`config.mk`:
```
export PLATFORM = sky130hd
export DESIGN_NAME = multicycle_control
export DESIGN_NICKNAME = d
export VERILOG_FILES = /design/src/rtl/multicycle_control.sv
export SDC_FILE = /design/constraint.sdc
export NUM_CORES = 1
export LEC_CHECK = 0
export CORE_MARGIN = 3
export CORE_UTILIZATION = 36
export DETAILED_ROUTE_END_ITERATION = 8
export PLACE_DENSITY = 0.67
export SYNTH_ARGS = -nofsm -noshare
export SYNTH_HDL_FRONTEND = slang
export SYNTH_SLANG_ARGS = --single-unit
```
`constraint.sdc`:
```
create_clock -name clk -period 4 [get_ports clk]
set_input_delay 0.8 -clock clk [delete_from_list [all_inputs] [get_ports clk]]
set_output_delay 0.8 -clock clk [all_outputs]
set_load 0.02 [all_outputs]
```
`src/rtl/multicycle_control.sv`:
```
// Multicycle CPU control unit: Moore FSM sequencing fetch, decode, execute,
// memory access and writeback, with a memory wait timeout and a retire counter.
module multicycle_control #(
  parameter int MEM_TIMEOUT = 15,
  parameter int RET_W       = 32
) (
  input  logic             clk,
  input  logic             rst_n,
  input  logic [31:0]      instr,
  input  logic             mem_ready,
  output logic             mem_req,
  output logic             mem_we,
  output logic             i_or_d,
  output logic             ir_write,
  output logic             pc_write,
  output logic             pc_write_cond,
  output logic             pc_source,
  output logic             reg_write,
  output logic             mem_to_reg,
  output logic [1:0]       alu_src_a,
  output logic [1:0]       alu_src_b,
  output logic [2:0]       alu_ctrl,
  output logic             illegal_instr,
  output logic             bus_error,
  output logic             halted,
  output logic [RET_W-1:0] instret,
  output logic [3:0]       state
);

  // state    | meaning
  // FETCH    | read instruction at PC, PC <= PC + 4 on mem_ready
  // DECODE   | compute branch target, dispatch on opcode
  // EXEC_R   | register-register ALU operation
  // R_WB     | write ALU result to rd
  // MEM_ADDR | compute load/store address
  // MEM_RD   | data read, waits for mem_ready
  // LD_WB    | write memory data to rd
  // MEM_WR   | data write, waits for mem_ready
  // BRANCH   | compare rs1/rs2, conditional PC load
  // HALT     | terminal after illegal instruction or bus timeout

  typedef enum logic [3:0] {
    S_FETCH    = 4'd0,
    S_DECODE   = 4'd1,
    S_EXEC_R   = 4'd2,
    S_R_WB     = 4'd3,
    S_MEM_ADDR = 4'd4,
    S_MEM_RD   = 4'd5,
    S_LD_WB    = 4'd6,
    S_MEM_WR   = 4'd7,
    S_BRANCH   = 4'd8,
    S_HALT     = 4'd9
  } state_t;

  localparam logic [6:0] OP_R  = 7'd51;
  localparam logic [6:0] OP_LD = 7'd3;
  localparam logic [6:0] OP_SD = 7'd35;
  localparam logic [6:0] OP_BR = 7'd99;

  localparam int WAIT_W = (MEM_TIMEOUT < 1) ? 1 : $clog2(MEM_TIMEOUT + 1);

  state_t            state_q;
  state_t            state_d;
  logic [WAIT_W-1:0] wait_cnt;
  logic              waiting;
  logic              timeout;
  logic              illegal_set;
  logic              retire;
  logic              r_legal;
  logic [2:0]        r_alu;

  logic [6:0] opcode;
  logic [2:0] funct3;
  logic [6:0] funct7;
  logic       unused_instr_bits;

  assign opcode = instr[6:0];
  assign funct3 = instr[14:12];
  assign funct7 = instr[31:25];
  assign unused_instr_bits = ^{instr[24:15], instr[11:7]};

  always_comb begin
    r_legal = 1'b1;
    r_alu   = 3'b000;
    if (funct3 == 3'd0 && funct7 == 7'd0) begin
      r_alu = 3'b010;
    end else if (funct3 == 3'd0 && funct7 == 7'd32) begin
      r_alu = 3'b110;
    end else if (funct3 == 3'd7) begin
      r_alu = 3'b000;
    end else if (funct3 == 3'd6) begin
      r_alu = 3'b001;
    end else begin
      r_legal = 1'b0;
    end
  end

  // Only states that actually drive mem_req may wait or time out.
  assign waiting = (state_q == S_FETCH) || (state_q == S_MEM_RD) || (state_q == S_MEM_WR);
  assign timeout = waiting && !mem_ready && (wait_cnt == WAIT_W'(MEM_TIMEOUT));

  always_comb begin
    state_d     = state_q;
    illegal_set = 1'b0;
    retire      = 1'b0;
    case (state_q)
      S_FETCH: begin
        if (mem_ready)    state_d = S_DECODE;
        else if (timeout) state_d = S_HALT;
      end
      S_DECODE: begin
        case (opcode)
          OP_R:         state_d = S_EXEC_R;
          OP_LD, OP_SD: state_d = S_MEM_ADDR;
          OP_BR:        state_d = S_BRANCH;
          default: begin
            state_d     = S_HALT;
            illegal_set = 1'b1;
          end
        endcase
      end
      S_EXEC_R: begin
        if (r_legal) begin
          state_d = S_R_WB;
        end else begin
          state_d     = S_HALT;
          illegal_set = 1'b1;
        end
      end
      S_R_WB: begin
        state_d = S_FETCH;
        retire  = 1'b1;
      end
      S_MEM_ADDR: begin
        state_d = (opcode == OP_LD) ? S_MEM_RD : S_MEM_WR;
      end
      S_MEM_RD: begin
        if (mem_ready)    state_d = S_LD_WB;
        else if (timeout) state_d = S_HALT;
      end
      S_LD_WB: begin
        state_d = S_FETCH;
        retire  = 1'b1;
      end
      S_MEM_WR: begin
        if (mem_ready) begin
          state_d = S_FETCH;
          retire  = 1'b1;
        end else if (timeout) begin
          state_d = S_HALT;
        end
      end
      S_BRANCH: begin
        state_d = S_FETCH;
        retire  = 1'b1;
      end
      S_HALT:  state_d = S_HALT;
      default: state_d = S_FETCH;
    endcase
  end

  always_ff @(posedge clk or negedge rst_n) begin
    if (!rst_n) begin
      state_q       <= S_FETCH;
      wait_cnt      <= '0;
      instret       <= '0;
      illegal_instr <= 1'b0;
      bus_error     <= 1'b0;
    end else begin
      state_q <= state_d;
      if (state_d != state_q) begin
        wait_cnt <= '0;
      end else if (waiting && !mem_ready) begin
        wait_cnt <= wait_cnt + WAIT_W'(1);
      end
      if (retire) instret <= instret + RET_W'(1);
      if (illegal_set) illegal_instr <= 1'b1;
      if (timeout) bus_error <= 1'b1;
    end
  end

  // Outputs decode from the registered state; only the FETCH strobes
  // look at mem_ready so the IR and PC load exactly when data arrives.
  always_comb begin
    mem_req       = 1'b0;
    mem_we        = 1'b0;
    i_or_d        = 1'b0;
    ir_write      = 1'b0;
    pc_write      = 1'b0;
    pc_write_cond = 1'b0;
    pc_source     = 1'b0;
    reg_write     = 1'b0;
    mem_to_reg    = 1'b0;
    alu_src_a     = 2'b00;
    alu_src_b     = 2'b00;
    alu_ctrl      = 3'b000;
    case (state_q)
      S_FETCH: begin
        mem_req   = 1'b1;
        alu_src_b = 2'b01;
        alu_ctrl  = 3'b010;
        ir_write  = mem_ready;
        pc_write  = mem_ready;
      end
      S_DECODE: begin
        alu_src_a = 2'b01;
        alu_src_b = 2'b10;
        alu_ctrl  = 3'b010;
      end
      S_EXEC_R: begin
        alu_src_a = 2'b10;
        alu_src_b = 2'b00;
        alu_ctrl  = r_alu;
      end
      S_R_WB: begin
        reg_write = 1'b1;
      end
      S_MEM_ADDR: begin
        alu_src_a = 2'b10;
        alu_src_b = 2'b10;
        alu_ctrl  = 3'b010;
      end
      S_MEM_RD: begin
        mem_req = 1'b1;
        i_or_d  = 1'b1;
      end
      S_LD_WB: begin
        reg_write  = 1'b1;
        mem_to_reg = 1'b1;
      end
      S_MEM_WR: begin
        mem_req = 1'b1;
        mem_we  = 1'b1;
        i_or_d  = 1'b1;
      end
      S_BRANCH: begin
        alu_src_a     = 2'b10;
        alu_src_b     = 2'b00;
        alu_ctrl      = 3'b110;
        pc_write_cond = 1'b1;
        pc_source     = 1'b1;
      end
      default: ;
    endcase
  end

  assign halted = (state_q == S_HALT);
  assign state  = state_q;

endmodule
```
# Word-level counts from Yosys, hierarchy flattened

Cells that the tools add are included.

Add/sub/neg operators: 2
Equality and inequality tests: 18
Mux-type cells: 33
Reductions and logical operators: 20

Operators with widths:

| cell                                          | count |
|---|---|
| adder 32 x 1 -> 32 bit, second input constant | 1 |
| 2-to-1 mux 4 bit                              | 7 |
| case mux 4 bit (7 select lines)               | 1 |
| == test 7 x 6 -> 1 bit, second input constant | 3 |
| == test 4 x 3 -> 1 bit, second input constant | 4 |
| 2-to-1 mux 1 bit                              | 16 |
| == test 4 bit, second input constant          | 3 |
| case mux 4 bit (3 select lines)               | 1 |
| OR reduction 3 bit                            | 4 |
| case mux 3 bit (3 select lines)               | 1 |
| == test 4 x 2 -> 1 bit, second input constant | 2 |
| case mux 2 bit (2 select lines)               | 2 |
| OR reduction 2 bit                            | 4 |
| == test 7 x 2 -> 1 bit, second input constant | 1 |
| == test 7 bit, second input constant          | 1 |
| logical NOT 7 bit                             | 1 |
| == test 3 bit, second input constant          | 2 |
| 2-to-1 mux 3 bit                              | 2 |
| adder 4 x 1 -> 4 bit, second input constant   | 1 |
| == test 4 x 1 -> 1 bit, second input constant | 1 |
| logical AND 1 bit                             | 4 |
| logical NOT 4 bit                             | 1 |
| inequality test 4 bit                         | 1 |
| case mux 1 bit (2 select lines)               | 2 |
| 6 further kinds                               | 7 |

Register bits after elaboration: 42
Output and inout bits: 55

# Longest topological paths before layout

Word-level depth: 10
Depth in mapped cells: 7

# Least setup slack after synthesis

No wires, ideal clock.

Kind: reg2out
Start: register state_q[0] (netlist: state[0])
End: output pc_write
Data arrival time: 2238 ps
Data required time: 3200 ps
Path slack: 962 ps
Cell stages (with the launch flop): 6
Path buffers: 3
Cells stage by stage: dfrtp_1 > buf_2 > buf_1 > nor4_1 > and2_1 > buf_4

Longest elaborated chain between the ends: 2

Ends and longest elaborated chain:

| what                   | line | text |
|---|---|---|
| start, declared        | 62   | `state_t state_q;` |
| start signal, assigned | 170  | `state_q <= state_d;` |
| logical NOT 4 bit      | n/a  |  |
| 2-to-1 mux 1 bit       | n/a  |  |
| end, declared          | 15   | `output logic pc_write,` |

No other way between the ends.

# Worst setup path after layout

Start: input instr[26]
End: output alu_ctrl[2]

Longest elaborated chain between the ends: 5
Elaborated cells on any way between the ends: 7
Those cells by class: 1 x eq/ne; 3 x mux; 3 x reduce/logical

Ends and longest elaborated chain:

| what                                | line | text |
|---|---|---|
| start, declared                     | 9    | `input logic [31:0] instr,` |
| == test 7 x 6 -> 1 bit              | 87   | `end else if (funct3 == 3'd0 && funct7 == 7'd32) begin` |
| logical AND 1 bit                   | 87   |  |
| 2-to-1 mux 3 bit                    | 87   |  |
| 2-to-1 mux 3 bit (*)                | 85   | `if (funct3 == 3'd0 && funct7 == 7'd0) begin` |
| case mux 3 bit (3 select lines) (*) | 197  | `case (state_q)` |
| end, declared                       | 22   | `output logic [2:0] alu_ctrl,` |

Mark *: on every way between the ends. The rest lies on a longest branch, timed or not.

==> results.yml <==
grt:
  antenna_found_initial: 0
  grt-ovfl-total: 0
  grt_pass1_wl_um: 9320
  grt_max_degree: 43
  grt_pass1_vias: 1900
  gr-usage-all-layers: 0.150
detailed_routing:
  via_count: 2117
  remaining_drc_errors: 0
  via_per_inst: 5.21
  drtIter0Drc: 94
  dr.pass1.iters: 4
  routed_wl_um: 5790
  postRouteAntennaNets: 0
  wl_per_cell_um: 14.3
sta:
  finalClockSkew_ps: 6.46
  worst_slack_ps: 488
  finalCritPeriodShare: 0.878
  setup_viol_count_final: 0
  finalSetupTns_ps: 0
  min_period_ps: 3510
  hold_slack_ps: 467
  final-hold-violation-count: 0
  rsz0062_at_grt: "false"
  worst_pin_slew_ps: 947
  final_max_slew_viol_count: 0
  max_freq_ghz: 0.285
  relSlewSlack: 0.369
cells_and_area:
  area_growth_pct: 35.9
  diodes: 0
  final-seq-area_um2: 1050
  fillers: 598
  fin_nets: 366
  final_core_util: 0.511
  multi_input_area_um2: 1260
  drive_gt1_frac: 0.0790
clocking:
  htreeDepth: 2
  cts_root_buf: "clkbuf_8"
  cts_sinks: 42
  clockBufferDepth: 2
  ctsHoldBuffers: 0
  clk_pin_slew_ps: 70
  post-cts-setup-buffers: 0
  ctsResizeCount: 0
  tritoncts: "built"
  clk_latency_ps: 290
  cts_made_buffers: 5
worst_hold_path:
  hold_path_class: "reg -> reg"
floorplan:
  die_area_um2: 7760
  start_util: 0.376
  fp.dieW_um: 88.1
  coreArea_um2: 6460
  die_h_um: 88.1
  rows: 29
  pin_count: 90
synth:
  ys_ff_latch: 42
  async_flop_share: 1.00
  synth_edf_count: 0
  yosysWarnings: 0
  synth_area_leaders: "dfrtp_1 (43%), xnor2_1 (6.9%), xor2_1 (6.1%)"
  synth_seq_area_share: 0.433
  syn-num-nets: 294
  netlist_instances: 257
  synth_top_area_share: 0.433
  syn-cell-area_um2: 2430
  synth.distinct_cells: 52
  syn_area_per_cell_um2: 9.44
  ys.flop_type: "dfrtp_1"
  synth_top_area_cell: "dfrtp_1"
pwr:
  leakage_nw: 1.41
  vdd_drop_max_v: 0.000288
  power_density_nw_per_um2: 449
critical_path:
  cp.required_ps: 3200
  cp-end-kind: "output pin"
  arrival_ps: 2710
  criticalPathCategory: "in -> out"
  start_kind: "primary input"
  crit_fanout: 4
placed_design:
  globalplace.congestion: 0.836
  hpwl_um: 4240
  port_buffers: 74
  pre_cts_ws_ps: 473
status:
  status: "complete, no violations"
flow_run:
  maxCapViolCount: 0
==> through the flow <==
| stage | area, um^2 | std cells | power [mW] |
|---|---|---|---|
| 6_report | 3300 | 406 | 1.48 |
| 5_1_grt | 3300 | 406 | 1.58 |
| 4_1_cts | 3300 | 406 | 1.50 |
| 3_5_place_dp | 3220 | 399 | 1.24 |
| 3_3_place_gp | 3220 | 399 | 1.23 |
| 2_1_floorplan | 2430 | 257 | 0.951 |
==> kinds of logic after synthesis <==
logic type	count (synthesis)	share of synthesized area
adder cells (fa/ha/maj)	3	0.0144
AND/OR/NAND/NOR	120	0.276
buffers and inverters	25	0.0474
AO/OA/AOI/OAI	29	0.0907
flip-flops	42	0.433
multiplexers	2	0.00876
XOR/XNOR	36	0.130
==> worst max-delay path, stage by stage <==
cell and delay [ps]:
clkdlybuf4s50_1 400, nor4_1 360, nand4_1 310, o21bai_1 210
clkdlybuf4s50_1 630
==> cells in the mapped netlist (3+ instances only) <==
library cell / number
xor2_1: 17
and3_1: 7
dfrtp_1: 42
nor4_1: 7
buf_1: 3
xnor2_1: 19
a211oi_1: 3
clkbuf_1: 3
nor4bb_1: 3
a2111oi_1: 3
o21ai_0: 7
nor3_1: 16
inv_1: 11
nor2_1: 21
nand2_1: 20
o21bai_1: 3
buf_2: 5
or2_2: 5
nand4_1: 3
nand3_1: 16
nand2b_1: 5
==> report_power, final <==
| part | internal (mW) | switching [mW] | total (mW) |
|---|---|---|---|
| registers | 0.468 | 0.0469 | 0.515 |
| clock network | 0.120 | 0.135 | 0.256 |
| logic | 0.327 | 0.384 | 0.710 |
| total | 0.915 | 0.566 | 1.48 |
==> sequential cells by signal, summed over array words and instances (netlist names) <==
name,count
wait_cnt,4
state,4
illegal_instr,1
bus_error,1
instret,32
==> area by class of cell <==
type / count / share of cell area
timing repair buffer: 79 / 0.234
clock buffer: 7 / 0.0231
sequential: 42 / 0.319
multi-input combinational: 190 / 0.382
inverter: 11 / 0.0125
tap: 77 / 0.0292
==> worst paths after layout <==
path | slack [ps] | endpoint | depth (start not counted) | from
setup / recovery | 490 | alu_ctrl[2] | 5 | instr[26]
hold / removal | 470 | instret[31] | 1 | instret[31]
setup reg to reg | 1460 | instret[24] | 6 | state[0]
hold reg to reg | 470 | instret[31] | 1 | instret[31]
max in group asynchronous | 2750 | instret[8] | 1 | rst_n
min in group asynchronous | 650 | instret[25] | 1 | rst_n
==> layout by cell type (no fill, tap or decap), drive strengths merged, types with 2 or more instances in the layout <==
master / instances
nor4bb: 3
o21ai: 7
nor4: 7
nand2: 20
dfrtp: 42
nand3: 17
a2111oi: 4
nand2b: 5
clkdlybuf4s50: 73
nor3b: 2
and4: 2
and3: 7
buf: 6
or2: 6
nand4: 3
clkbuf: 7
nor3: 16
a211oi: 3
xnor2: 19
nor4b: 2
xor2: 17
a21oi: 2
a21boi: 2
inv: 11
nor2: 22
ha: 2
o21bai: 3
and2: 2
==> metal layers <==
layer  GRT usage  share of wire
met3      0.0263          0.032
met5           0              0
met2       0.228           0.48
met4      0.0371          0.010
met1       0.221           0.48
Power figures use the tool's default switching activity.
==> variant 1: new RTL, config.mk and constraints unchanged <==
The parameter `MEM_TIMEOUT` goes from 15 to 30.
--- a/src/rtl/multicycle_control.sv
+++ b/src/rtl/multicycle_control.sv
@@ -1,7 +1,7 @@
 // Multicycle CPU control unit: Moore FSM sequencing fetch, decode, execute,
 // memory access and writeback, with a memory wait timeout and a retire counter.
 module multicycle_control #(
-  parameter int MEM_TIMEOUT = 15,
+  parameter int MEM_TIMEOUT = 30,
   parameter int RET_W       = 32
 ) (
   input  logic             clk,
Function: same outputs for any inputs over 10 cycles, from zero or initial values and one cycle with rst_n low; that may be too few to reach the edited logic, so the function may still have changed.
==> variant 1 against the unedited design <==
  * Combinational power down 2%
  * Clock power down 5%
  * Area after synthesis up 1.3%
  * Via count down 2.3%
  * Total power up 0.67%
  * Maximum frequency up 1.5%
  * Worst hold slack better by 0.0031 ns
  * Setup slack better by 0.052 ns
  * Die area up 1.2%
  * Non-clock buffer count down 3
  * Sequential cell count up 1
  * Final area up 0.38%
  * First-iteration DRC count down 26%
  * Wire length up 2.6%
  * Highest routed layer unchanged
==> variant 1: results (changes against the unedited design) <==
- Clock slew at reported path FFs: 0.07 ns (about the same)
- Top post-synthesis cells by area: dfrtp_1 (44%), xnor2_1 (10%), nand4_1 (3.6%)
- Resize count post-CTS: 0 (unchanged)
- Top delay family on crit path: buffers and inverters
- Port buffer count: 74 (unchanged)
- Clock Skews: 0.00211 ns (-0.00435 ns)
- Synthesis Warnings: 0 (unchanged)
- Layout cells sized above 1: 6.81% (-1.1 points)
- Max IR drop VDD: 0.000381 V (+32%)
- Synth unique cells: 49 (-5.8%)
- Relative slew margins: 38.3% (+1.5 points)
- DR vias/cell: 5.17 (-0.85%)
- GPL Wtd Cong: 0.803 (-3.9%)
- CTS Root Cell: clkbuf_8
- Static leakage: 1.34 nW (-5.3%)
- Clock latency at the later pin of the worst-skew pair: roughly 0.28 ns
- Max stage delay cell, worst path: clkdlybuf4s50_1
- CP max FO: 4 (unchanged)
- First DRT Iteration DRCs: 70 (-26%)
- Worst hold path class: flip-flop to flip-flop
- First-pass GRT wire length: 10000 um (+7.3%)
- Dpl cell area: 3240 um2 (+0.50%)
- All-Layer GR Usage: 16.2% (+1.2 points)
- Synth top cells by count: dfrtp_1 (43), xnor2_1 (28), nor2_1 (21)
- Worst hold path depth: 1 (unchanged)
- Total CTS buffers: 5 (unchanged)
- Routed len/inst: 14.9 um (+4.1%)
- Primary FF master, synth: dfrtp_1
- CP max stage delay: 0.66 ns (+0.03 ns)
- Nets: 362 (-1.1%)
- Synthesized Nets: 291 (-1.0%)
- Outcome: finished clean
- Reg2Reg Depth: 5 (-1)
- Max reg flops: 32 (unchanged)
- WP data arrival: 2.66 ns (-0.05 ns)
- Clock tree buffer depth: 2 (unchanged)
- # Post-CTS Setup Buffers: 0 (unchanged)
- Initial antenna violation count: 0 (unchanged)
- Largest reg by FF count: instret
- Drt pass-1 iters: 4 (unchanged)
- ANT cells: 0 (unchanged)
- HPWL after DPL: 4430 um (+4.3%)
- Seq/Total Area, Yosys: 43.7% (+0.44 points)
- Htree depth: 2 (unchanged)
- Post-synth ARST share: 100% (unchanged)
- Fillers: 646 (+8.0%)
- Number of global-route vias before repair: 1997 (+5.1%)
- Largest net degree at the start of global routing: 44 (+2.3%)
-- variant 1: changes by cell type after synthesis, moves of 4 or more --
| cell | delta |
|---|---|
| nor4_1 | -4 |
| a21oi_1 | +5 |
| nand4_1 | +11 |
| xor2_1 | -8 |
| and2_1 | +4 |
| inv_1 | -5 |
| xnor2_1 | +9 |
-- variant 1: where the power goes --
group          internal [mW]  total [mW]  switching, mW
Combinational          0.320       0.697          0.378
Sequential             0.479       0.551         0.0726
Clock                  0.116       0.243          0.126
-- variant 1: final timing paths --
kind / start / endpoint / slack [ns]
max in group asynchronous: rst_n / state[0] / 2.77
min in group asynchronous: rst_n / instret[22] / 0.65
worst min register to register: bus_error / bus_error / 0.47
worst max-delay path: instr[26] / alu_ctrl[1] / 0.54
worst max register to register: state[3] / instret[29] / 1.56
worst min-delay path: bus_error / bus_error / 0.47
-- variant 1: final cells by class --
cell class / count / area [um2] / area share (%)
multi-input combinational: 192 / 1290 / 39.1
clock buffer: 6 / 72.6 / 2.19
inverter: 6 / 22.5 / 0.680
sequential: 43 / 1080 / 32.5
tap: 77 / 96.3 / 2.91
timing repair buffer: 76 / 751 / 22.7
-- variant 1: cells by family (layout without fill, tap and decap cells) --
kind of cell	Yosys count	after routing	synth area share, %
compound gates	29	29	9.16
fa+ha+maj	4	4	1.93
xor+xnor	37	37	13.2
flops	43	43	43.7
simple gates	120	120	27.4
buf+inv	18	88	3.66
mux	2	2	0.915
-- variant 1: per-stage QoR --
| step | utilization (%) | std cells | hold WS [ns] | worst slack (ns) |
|---|---|---|---|---|
| after detailed placement | 49.9 | 394 | 0.458 | 0.538 |
| after CTS | 51.0 | 400 | 0.476 | 0.529 |
| final | 51.0 | 400 | 0.470 | 0.540 |
| after floorplan | - | 253 | 0.504 | 0.988 |
| after global placement | 49.9 | 394 | 0.450 | 0.536 |
| after global routing | 51.0 | 400 | 0.492 | 0.354 |
-- variant 1: per-layer routing --
layer,vias up,track usage (%),part of all wire (%),wire (um)
met5,-,0,0,0
met4,0,3.85,1.0,62
met3,4,3.45,2.9,171
met2,33,25.2,48,2870
met1,998,23.2,48,2840
li1,1033,-,-,-
==> variant 2: new RTL, config.mk and constraints unchanged <==
Without the edit above. Reset style: synchronous (`rst_n`), changed in one clocked block.
--- a/src/rtl/multicycle_control.sv
+++ b/src/rtl/multicycle_control.sv
@@ -159,7 +159,7 @@
     endcase
   end
 
-  always_ff @(posedge clk or negedge rst_n) begin
+  always_ff @(posedge clk) begin
     if (!rst_n) begin
       state_q       <= S_FETCH;
       wait_cnt      <= '0;
Behaviour: differs if rst_n is asserted again (counterexample within 4 cycles, from zero or initial values and one cycle with rst_n low); with rst_n held inactive, the same outputs for 10 cycles.
==> variant 2 against the unedited design <==
  * Area after synthesis grew 3.6%
  * Final area grew 2.8%
  * Sequential cell count is the same
  * Via count grew 24%
  * Non-clock buffer count shrank 1
  * Setup slack gained 0.14 ns
  * Total power grew 9.3%
  * Cell count grew 14%
  * Wire length grew 15%
  * Critical path type unchanged
  * Critical endpoint unchanged
==> variant 2: results (changes against the unedited design) <==
- Seq/Total Area, Yosys: 33.4% (-9.9 points)
- Worst Hold Path EP: bus_error
- Int Power: 939 uW (+2.5%)
- Synthesized Nets: 346 (+18%)
- Static leakage: 1.04 nW (-27%)
- Worst hold-check slack: 0.474 ns (+0.00755 ns)
- R2r setup slk: 1.55 ns (+0.09 ns)
- Outcome: finished clean
- Worst hold path depth: 2 (+1)
- Top post-synthesis cells by area: dfxtp_1 (33%), a21oi_1 (5.8%), o31ai_1 (5.4%)
- Crit. Startpoint: instr[28]
- Relative slew margins: 44.1% (+7.3 points)
- Layout cells sized above 1: 5.39% (-2.5 points)
- DR vias/cell: 5.66 (+8.5%)
- WP data arrival: 2.57 ns (-0.14 ns)
- HPWL after DPL: 4690 um (+11%)
- Worst slack, placed: 0.610 ns (+0.137 ns)
- Storage element area: 841 um2 (-20%)
- Nets: 407 (+11%)
- Mapped Cells: 309 (+20%)
- Max IR drop VDD: 0.000203 V (-29%)
- CP max FO: 2 (-2)
- All-Layer GR Usage: 17.0% (+2.0 points)
- Fillers: 647 (+8.2%)
- Routed len/inst: 14.3 um (+0.55%)
- Synth unique cells: 54 (+3.8%)
- Clock Skews: 0.00737 ns (+0.000908 ns)
- CP max stage delay: 0.59 ns (-0.04 ns)
- Worst Hold Launch: bus_error
- RR Startpoint: state[3]
[variant 2: cells by family (layout without fill, tap and decap cells)]
logic type,after synthesis,after routing,share of synthesized area (%)
xor+xnor,4,4,1.39
fa+ha+maj,3,3,1.39
simple gates,135,135,31.5
buf+inv,30,92,5.32
mux,4,4,1.59
compound gates,91,91,25.4
flops,42,42,33.4
[variant 2: routing by layer]
metal / wire length, um / global-route usage (%)
met2: 2950 / 26.9
met5: 0 / 0
met1: 3130 / 23.4
met3: 538 / 3.92
met4: 44 / 4.06
[variant 2: power groups by stage]
stage | combinational (mW) | clock, mW | sequential, mW
floorplan | 0.556 | 0 | 0.520
global placement | 0.785 | 0 | 0.556
detailed placement | 0.792 | 0 | 0.557
CTS | 0.794 | 0.288 | 0.548
global route | 0.864 | 0.306 | 0.559
finish | 0.792 | 0.280 | 0.547
[variant 2: how the worst max path moves through the flow]
stage | end | slack, ns | cells past startpoint
floorplan | pc_write | 1.03 | 5
global placement | alu_ctrl[2] | 0.62 | 6
detailed placement | alu_ctrl[2] | 0.61 | 6
CTS | alu_ctrl[2] | 0.60 | 6
global route | alu_ctrl[2] | 0.47 | 6
finish | alu_ctrl[2] | 0.63 | 6
[variant 2: final cells by class]
cell class | count | share of cell area, %
inverter | 6 | 0.664
tap | 93 | 3.43
clock buffer | 7 | 2.55
timing repair buffer | 78 | 22.7
sequential | 42 | 24.8
clock inverter | 1 | 0.148
multi-input combinational | 237 | 45.7
[variant 2: worst min-delay path: stages, from the launching register on]
cell	delay, ns
dfxtp_1	0.33
nor2_1	0.05
nor2_1	0.07
